## src/rtl/exception_csr.sv

```systemverilog
// ---------------------------------------------------------------------------
// exception_csr
//
// Exception/interrupt control and status registers for a small core.
// Holds STATUS (EXL/IE/TE), SCAUSE (pending event bits), INTMASK and TIMECMP,
// plus the saved trap PC (sepc), the cause being handled (hcause) and an
// 8-bit timer that raises a one-cycle interrupt pulse (Int).
//
// Ports
//   clk       in   rising-edge clock
//   rst       in   asynchronous active-low reset
//   csr_we    in   CSR write strobe
//   csr_addr  in   [1:0] 00 STATUS, 01 SCAUSE, 10 INTMASK, 11 TIMECMP
//   csr_wdata in   [7:0] CSR write data
//   csr_rdata out  [7:0] combinational read of the selected CSR
//   exc_src   in   [7:0] exception event pulses, bit k sets SCAUSE[k]
//   EXL_Set   in   trap-taken strobe
//   INT_PEND  in   [2:0] cause code of the trap being taken
//   int_ret   in   return-from-handler strobe
//   pc        in   [31:0] PC of the trapping instruction
//   STATUS    out  [7:0] {5'b0, TE, IE, EXL}
//   SCAUSE    out  [7:0] pending cause bits
//   INTMASK   out  [7:0] interrupt mask register
//   Int       out  registered one-cycle timer interrupt pulse
//   sepc      out  [31:0] saved trap PC
//   hcause    out  [2:0] cause code of the trap being handled
// ---------------------------------------------------------------------------
module exception_csr (
  input  logic        clk,
  input  logic        rst,
  input  logic        csr_we,
  input  logic [1:0]  csr_addr,
  input  logic [7:0]  csr_wdata,
  output logic [7:0]  csr_rdata,
  input  logic [7:0]  exc_src,
  input  logic        EXL_Set,
  input  logic [2:0]  INT_PEND,
  input  logic        int_ret,
  input  logic [31:0] pc,
  output logic [7:0]  STATUS,
  output logic [7:0]  SCAUSE,
  output logic [7:0]  INTMASK,
  output logic        Int,
  output logic [31:0] sepc,
  output logic [2:0]  hcause
);

  localparam logic [1:0] AddrStatus  = 2'b00;
  localparam logic [1:0] AddrScause  = 2'b01;
  localparam logic [1:0] AddrIntmask = 2'b10;
  localparam logic [1:0] AddrTimecmp = 2'b11;

  // Only three STATUS bits are storage; the upper five are constant zero.
  logic        exl_q, exl_d;
  logic        ie_q, ie_d;
  logic        te_q, te_d;
  logic [7:0]  scause_q, scause_d;
  logic [7:0]  intmask_q, intmask_d;
  logic [7:0]  timecmp_q, timecmp_d;
  logic [7:0]  count_q, count_d;
  logic        int_q, int_d;
  logic [31:0] sepc_q, sepc_d;
  logic [2:0]  hcause_q, hcause_d;

  logic       trapLoad;
  logic       retTaken;
  logic       timerMatch;
  logic [7:0] scauseBase;
  logic [7:0] clearMask;

  // A trap is taken when not already in a handler. A trap arriving together
  // with a return is treated as back-to-back handling: the return is
  // swallowed and the trap reloads sepc/hcause with EXL staying set.
  assign trapLoad   = EXL_Set && (!exl_q || int_ret);
  assign retTaken   = int_ret && exl_q && !EXL_Set;
  assign timerMatch = te_q && (count_q == timecmp_q);

  // Next-state logic for every register. Compare uses the current TIMECMP,
  // so a write landing on a match cycle only affects later compares.
  always_comb begin
    exl_d     = exl_q;
    ie_d      = ie_q;
    te_d      = te_q;
    intmask_d = intmask_q;
    timecmp_d = timecmp_q;
    sepc_d    = sepc_q;
    hcause_d  = hcause_q;
    count_d   = count_q;
    int_d     = 1'b0;
    clearMask = 8'h00;

    if (trapLoad) begin
      exl_d    = 1'b1;
      sepc_d   = pc;
      hcause_d = INT_PEND;
    end else if (retTaken) begin
      exl_d = 1'b0;
      // Cause 7 is the timer, which has no SCAUSE bit to acknowledge.
      if (hcause_q != 3'd7) begin
        clearMask = 8'h01 << hcause_q;
      end
    end

    if (csr_we) begin
      case (csr_addr)
        AddrStatus: begin
          ie_d = csr_wdata[1];
          te_d = csr_wdata[2];
        end
        AddrIntmask: intmask_d = csr_wdata;
        AddrTimecmp: timecmp_d = csr_wdata;
        default: ;
      endcase
    end

    // New events are ORed in last so they win over a same-cycle clear.
    scauseBase = (csr_we && (csr_addr == AddrScause)) ? csr_wdata : scause_q;
    scause_d   = (scauseBase & ~clearMask) | exc_src;

    if (te_q) begin
      count_d = timerMatch ? 8'h00 : count_q + 8'h01;
    end

    // A match outside the enabled, non-handler window is simply dropped.
    int_d = timerMatch && ie_q && !exl_q;
  end

  // State registers; reset forces everything to its idle value at once.
  always_ff @(posedge clk or negedge rst) begin
    if (!rst) begin
      exl_q     <= 1'b0;
      ie_q      <= 1'b0;
      te_q      <= 1'b0;
      scause_q  <= 8'h00;
      intmask_q <= 8'h03;
      timecmp_q <= 8'hFF;
      count_q   <= 8'h00;
      int_q     <= 1'b0;
      sepc_q    <= 32'h0000_0000;
      hcause_q  <= 3'd0;
    end else begin
      exl_q     <= exl_d;
      ie_q      <= ie_d;
      te_q      <= te_d;
      scause_q  <= scause_d;
      intmask_q <= intmask_d;
      timecmp_q <= timecmp_d;
      count_q   <= count_d;
      int_q     <= int_d;
      sepc_q    <= sepc_d;
      hcause_q  <= hcause_d;
    end
  end

  assign STATUS  = {5'b00000, te_q, ie_q, exl_q};
  assign SCAUSE  = scause_q;
  assign INTMASK = intmask_q;
  assign Int     = int_q;
  assign sepc    = sepc_q;
  assign hcause  = hcause_q;

  // Reads show the stored values only; a same-cycle write is not bypassed.
  always_comb begin
    csr_rdata = 8'h00;
    case (csr_addr)
      AddrStatus:  csr_rdata = STATUS;
      AddrScause:  csr_rdata = scause_q;
      AddrIntmask: csr_rdata = intmask_q;
      AddrTimecmp: csr_rdata = timecmp_q;
      default:     csr_rdata = 8'h00;
    endcase
  end

endmodule
```

## config.mk

```make
export PLATFORM = sky130hd
export DESIGN_NAME = exception_csr
export DESIGN_NICKNAME = d
export VERILOG_FILES = /design/src/rtl/exception_csr.sv
export SDC_FILE = /design/constraint.sdc
export NUM_CORES = 1
export LEC_CHECK = 0
export BUFFER_PORTS_ARGS = -buffer_cell sky130_fd_sc_hd__buf_2
export CORE_ASPECT_RATIO = 1.75
export CORE_MARGIN = 10
export CORE_UTILIZATION = 30
export CTS_CLUSTER_DIAMETER = 120
export DETAILED_ROUTE_END_ITERATION = 7
export PLACE_DENSITY = 0.53
export REMOVE_ABC_BUFFERS = 1
export SYNTH_ARGS = -nofsm -noshare
export SYNTH_HDL_FRONTEND = slang
export SYNTH_SLANG_ARGS = --single-unit
```

## constraint.sdc

```tcl
create_clock -name clk -period 2.3 [get_ports clk]
set_input_delay 0.115 -clock clk [delete_from_list [all_inputs] [get_ports clk]]
set_output_delay 0.115 -clock clk [all_outputs]
set_load 0.02 [all_outputs]
```

==> results.py, run 1 <==
metrics = {
    "worst_setup_path": {
        "reg2reg_from": "exl_q",
        "setup.worst_path.end_class": "output pin",
        "cp.required_ns": 2.18,
        "reg2regPathDepth": 4,
        "cp-start-kind": "flip-flop",
        "crit_arrival_ns": 1.53,
        "critPathKind": "flip-flop to output pin",
        "r2r_slack_ns": 0.77,
        "crit_fanout": 9,
        "r2r_end": "sepc[6]",
        "critPathLaunch": "te_q",
    },
    "die": {
        "chipHeight_um": 157,
        "fp.dieW_um": 98.1,
        "dieArea_mm2": 0.0154,
        "row_count": 49,
        "start_util": 0.309,
        "fp.coreArea_mm2": 0.0104,
        "ios": 126,
    },
    "pwr": {
        "powerDensity_mw_per_mm2": 948,
        "ir_worst_vdd_v": 0.000548,
        "power_mw": 4.11,
        "leakage_nw": 2.04,
    },
    "final_layout": {
        "stdcell_count": 497,
        "fin_area_mm2": 0.00434,
        "diodes": 0,
        "final_util": 0.419,
        "syn_to_final_growth_pct": 35.4,
        "layout-drive-gt1-share": 0.568,
        "fin_nets": 424,
    },
    "sta": {
        "drv_slew": 0,
        "setup_slack_ns": 0.660,
        "finalSetupTns_ns": 0,
        "slew_headroom": 0.563,
        "hold_violations": 0,
        "setup_viol": 0,
        "fmax_mhz": 610,
        "worst_slew_pin_slew_ns": 0.655,
        "period_minus_slack_ns": 1.64,
        "whs_ns": 0.0135,
        "skew_ns": 0.00384,
        "period_share": 0.713,
        "rsz0062_at_grt": "no",
    },
    "logic_synthesis": {
        "synth_most_common_cell": "dfrtp_1",
        "synth_area_leaders": "dfrtp_1 (48%), mux2_2 (19%), dfstp_2 (8.2%)",
        "ys_warn_count": 0,
        "synthTopCellsByCount": "dfrtp_1 (61), mux2_2 (54), nor2_1 (16)",
        "synth-seq-area-share": 0.558,
        "synth_area_mm2": 0.00321,
        "synth_top_area_frac": 0.476,
        "async_reset_ff_frac": 1.00,
        "ys_types": 32,
        "synthFlopType": "dfrtp_1",
        "ys_ff_latch": 71,
        "yosys.area.top_type": "dfrtp_1",
        "synthCells": 230,
        "synth-edff-count": 0,
        "syn_avg_cell_area_um2": 13.9,
    },
    "flow_run": {
        "cap_violations": 0,
    },
    "worst_hold_path": {
        "holdCritStartpoint": "pc[25]",
        "worstHoldPathCells": 2,
        "min_to": "sepc[25]",
        "hp-class": "input port to flip-flop",
    },
    "route": {
        "antenna_left": 0,
        "drc": 0,
        "vias": 2288,
        "drt_iter0_markers": 78,
        "dr.pass1.iters": 4,
        "wire_per_inst_um": 17.7,
        "drt_wl_total_um": 8780,
        "vias_per_cell": 4.60,
    },
    "grt": {
        "grt_max_degree": 45,
        "grt_pass1_wl_um": 14200,
        "antenna_found_initial": 0,
        "grt-ovfl-total": 0,
        "track_usage": 0.115,
        "grt_pass1_vias": 2672,
    },
    "placed_design": {
        "placed_area_mm2": 0.00390,
        "placed_cells": 468,
        "dp_worst_setup_slack_ns": 0.762,
        "io_buffers": 120,
        "post-dp-hpwl_um": 6840,
        "gp_congestion": 0.760,
    },
    "clock_network": {
        "numCtsBuffers": 9,
        "cts-root-buf": "clkbuf_16",
        "clock_latency_ns": 0.33,
        "cts_resized": 0,
        "htree_num_levels": 3,
        "post_cts_buffers": 0,
        "clock_sinks": 71,
        "cts.clk_slew.worst_paths_ns": 0.06,
        "clock_path_buffers": 2,
        "cts_tree": "done",
    },
    "run_status": {
        "status": "complete, no violations",
    },
}
-- worst max-delay path, stage by stage, from the launching register on --
cell and delay [ns]:
dfrtp_1 0.50, mux4_2 0.52, buf_2 0.18
-- worst max-delay path by stage --
stage	end	slack, ns	cells past startpoint
2_1_floorplan	hcause[0]	0.72	3
3_3_place_gp	INTMASK[3]	0.78	3
3_5_place_dp	sepc[15]	0.76	4
4_1_cts	csr_rdata[2]	0.66	2
5_1_grt	csr_rdata[2]	0.63	2
6_report	csr_rdata[2]	0.66	2
-- timing repair --
item / 4_1_cts / 5_1_grt
setup endpoints to repair: 0 / 0
hold buffers: 13 / 0
endpoints found under the hold margin: 34 / 0
-- per-layer routing --
layer | vias to the layer above | part of all wire | GRT usage
met5 | - | 0 | 0
met2 | 93 | 0.51 | 0.194
met4 | 0 | 0.015 | 0.0391
met3 | 10 | 0.11 | 0.0675
li1 | 1063 | - | -
met1 | 1122 | 0.36 | 0.115
-- area by class of cell --
cell class / count / area [um2]
Fill cell: 986 / 6020
Sequential cell: 71 / 1790
Multi-Input combinational cell: 147 / 1320
Timing Repair Buffer: 135 / 758
Clock buffer: 9 / 225
Tap cell: 127 / 159
Clock inverter: 7 / 87.6
Inverter: 1 / 3.75
-- placed cells by master, fill, tap and decap left out, types with 2 or more instances in the layout --
master and count:
buf_2 120, dfrtp_1 61, mux2_2 54, nor2_1 16, dlygate4sd3_1 13, xnor2_1 11
dfstp_2 10, clkbuf_16 9, mux2i_1 8, nand2_1 7, o21bai_1 7, a22o_1 5
conb_1 5, nand2b_1 4, mux2_1 4, clkinv_2 4, mux4_2 3, nor3_1 3
nand4_1 3, xor2_1 3, nand3b_1 2, bufinv_16 2
-- flip-flops by register name, summed over array words and instances, names as in the netlist --
signal and flops:
INTMASK 8, Int 1, SCAUSE 8, count_q 8, exl_q 1, hcause 3, ie_q 1, sepc 32
te_q 1, timecmp_q 8
-- report_power, final --
group          switching, mW  internal, mW
sequential             0.195          1.49
combinational          0.519         0.451
clock                  0.520         0.940
total                   1.23          2.88
-- cells by family (layout without fill, tap and decap cells) --
kind of cell,after synthesis,count (layout),synth area share
DFF,71,71,0.558
muxes,69,69,0.250
and+or+nand+nor,44,44,0.0753
buffers and inverters,16,152,0.0355
xor gates and xnor gates,15,15,0.0433
AOI/OAI and AO/OA,13,13,0.0328
adders and majority gates,1,1,0.00390
other,1,5,0.00117
Note: power is estimated with default switching activity, not from simulation.
==> inputs of run 2 (changes only) <==
- clock period: 2.3 -> 1.55 ns (I/O delays scaled with it)
==> results.py, run 2 (synthesis gave the netlist of run 1 again) <==
metrics = {
    "worst_setup_path": {
        "crit_fanout": 6,
        "slowest_stage": "mux4_2",
        "cpPeakStageDelay_ns": 0.49,
        "critical_path.cell_chain": "mux4_2 > buf_2",
        "reg2reg_from": "timecmp_q[0]",
        "cp.required_ns": 1.47,
        "cp-start-kind": "flip-flop",
        "r2r_end": "Int",
        "r2r_slack_ns": 0.13,
        "reg2regPathDepth": 5,
        "critPathKind": "flip-flop to output pin",
        "crit_arrival_ns": 1.44,
        "setup.worst_path.end_class": "output pin",
    },
    "die": {
        "chipHeight_um": 157,
        "start_util": 0.309,
        "fp.coreArea_mm2": 0.0104,
        "row_count": 49,
        "fp.dieW_um": 98.1,
        "dieArea_mm2": 0.0154,
        "ios": 126,
    },
    "placed_design": {
        "post-dp-hpwl_um": 6930,
        "gp_congestion": 0.740,
        "io_buffers": 120,
        "placed_area_mm2": 0.00395,
        "placed_cells": 473,
    },
    "final_layout": {
        "fill_cells": 904,
        "stdcell_count": 536,
        "layout.area.seq_mm2": 0.00179,
        "diodes": 0,
        "final_common_cell": "buf_2",
        "mostFrequentLayoutCells": "buf_2 (120), dfrtp_1 (59), mux2_2 (54)",
        "fin_area_mm2": 0.00481,
        "largest_register_ffs": 32,
        "fin_nets": 463,
        "multi_input_area_mm2": 0.00132,
        "layout-drive-gt1-share": 0.535,
        "syn_to_final_growth_pct": 50.0,
    },
    "worst_hold_path": {
        "worstHoldPathCells": 2,
        "hp-class": "input port to flip-flop",
        "min_to": "INTMASK[7]",
        "holdCritStartpoint": "csr_wdata[7]",
    },
    "route": {
        "vias_per_cell": 4.54,
        "drt_wl_total_um": 9120,
        "vias": 2434,
        "drt_iter0_markers": 81,
        "antenna_left": 0,
        "drc": 0,
        "dr.pass1.iters": 4,
        "wire_per_inst_um": 17.0,
    },
    "sta": {
        "hold_violations": 0,
        "setup_viol": 0,
        "period_minus_slack_ns": 1.52,
        "period_share": 0.977,
        "rsz0062_at_grt": "no",
        "skew_ns": 0.00376,
        "fmax_mhz": 660,
        "drv_slew": 0,
    },
    "clock_network": {
        "htree_num_levels": 3,
        "cts.clk_slew.worst_paths_ns": 0.06,
        "clock_sinks": 71,
        "cts-root-buf": "clkbuf_16",
        "numCtsBuffers": 9,
        "clock_path_buffers": 2,
        "cts_tree": "done",
        "clock_latency_ns": 0.33,
    },
    "pwr": {
        "p_sw_mw": 1.84,
        "internal-power_mw": 4.89,
        "pwr-share-clk": 0.401,
        "power_frac_comb": 0.228,
        "switching_share": 0.273,
        "ir_worst_vdd_v": 0.000830,
        "leakage_nw": 2.25,
        "powerDensity_mw_per_mm2": 1400,
        "seq_power_share": 0.371,
    },
    "grt": {
        "grt_max_degree": 61,
        "grt_pass1_vias": 2866,
        "antenna_found_initial": 0,
        "grt-ovfl-total": 0,
        "track_usage": 0.120,
        "grt_pass1_wl_um": 15000,
    },
    "run_status": {
        "status": "complete, no violations",
    },
    "flow_run": {
        "cap_violations": 0,
    },
}
## run 2: cell count changes in the layout (fill, tap and decap cells not counted), sizes merged
cell | before | now
dlygate4sd3 | 13 | 45
buf | 122 | 129
bufinv | 2 | 5
clkinv | 4 | 1
clkbuf | 9 | 10
clkinvlp | 1 | 0
## run 2: how the worst max path moves through the flow
stage / slack [ns] / endpoint / start / cells past startpoint
after floorplan: -0.03 / hcause[0] / exl_q / 3
after global placement: 0.06 / Int / timecmp_q[7] / 4
after detailed placement: 0.05 / Int / timecmp_q[7] / 4
after CTS: 0.004 / csr_rdata[2] / te_q / 2
after global routing: 0.004 / csr_rdata[2] / te_q / 2
final: 0.03 / csr_rdata[0] / exl_q / 2
## run 2: per-stage QoR
step / hold WS [ns] / util / setup slack [ns] / power [mW] / TNS (ns)
6_report: 0.0125 / 0.464 / 0.0349 / 6.73 / 0
5_1_grt: 0.0152 / 0.464 / 0.00375 / 7.06 / 0
4_1_cts: 0.00734 / 0.463 / 0.00378 / 6.81 / 0
3_5_place_dp: -0.0140 / 0.381 / 0.0535 / 3.99 / 0
3_3_place_gp: -0.0241 / 0.381 / 0.0645 / 3.96 / 0
2_1_floorplan: -0.218 / - / -0.0314 / 3.40 / -1.01
## run 2: area by class of cell
cell class | count | area share
clock inverter | 6 | 0.0323
multi-input combinational | 147 | 0.274
tap | 127 | 0.0330
inverter | 1 | 0.000780
sequential | 71 | 0.373
clock buffer | 10 | 0.0497
timing repair buffer | 174 | 0.238
## run 2: power by group through the flow
stage | combinational (mW) | sequential (mW) | clock, mW
4_1_cts | 1.56 | 2.50 | 2.75
6_report | 1.53 | 2.49 | 2.70
5_1_grt | 1.68 | 2.54 | 2.84
3_5_place_dp | 1.47 | 2.53 | 0
2_1_floorplan | 0.682 | 2.72 | 0
3_3_place_gp | 1.46 | 2.51 | 0
## run 2: repair_timing
action / in CTS / in global routing
gates resized for setup: 0 / 2
setup endpoints to repair: 0 / 6
hold buffers: 45 / 0
setup buffers: 0 / 2
hold endpoints to repair: 55 / 0
## run 2: layer usage
metal | wire length, um | GRT usage
met1 | 3160 | 0.114
met2 | 4860 | 0.218
met3 | 1010 | 0.0648
met4 | 94 | 0.0350
met5 | 0 | 0
## run 2: critical path, delay by kind of cell (launching register included)
family	cells	cell delay [ns]
flip-flops	1	0.44
buffers and inverters	1	0.18
multiplexers	1	0.49
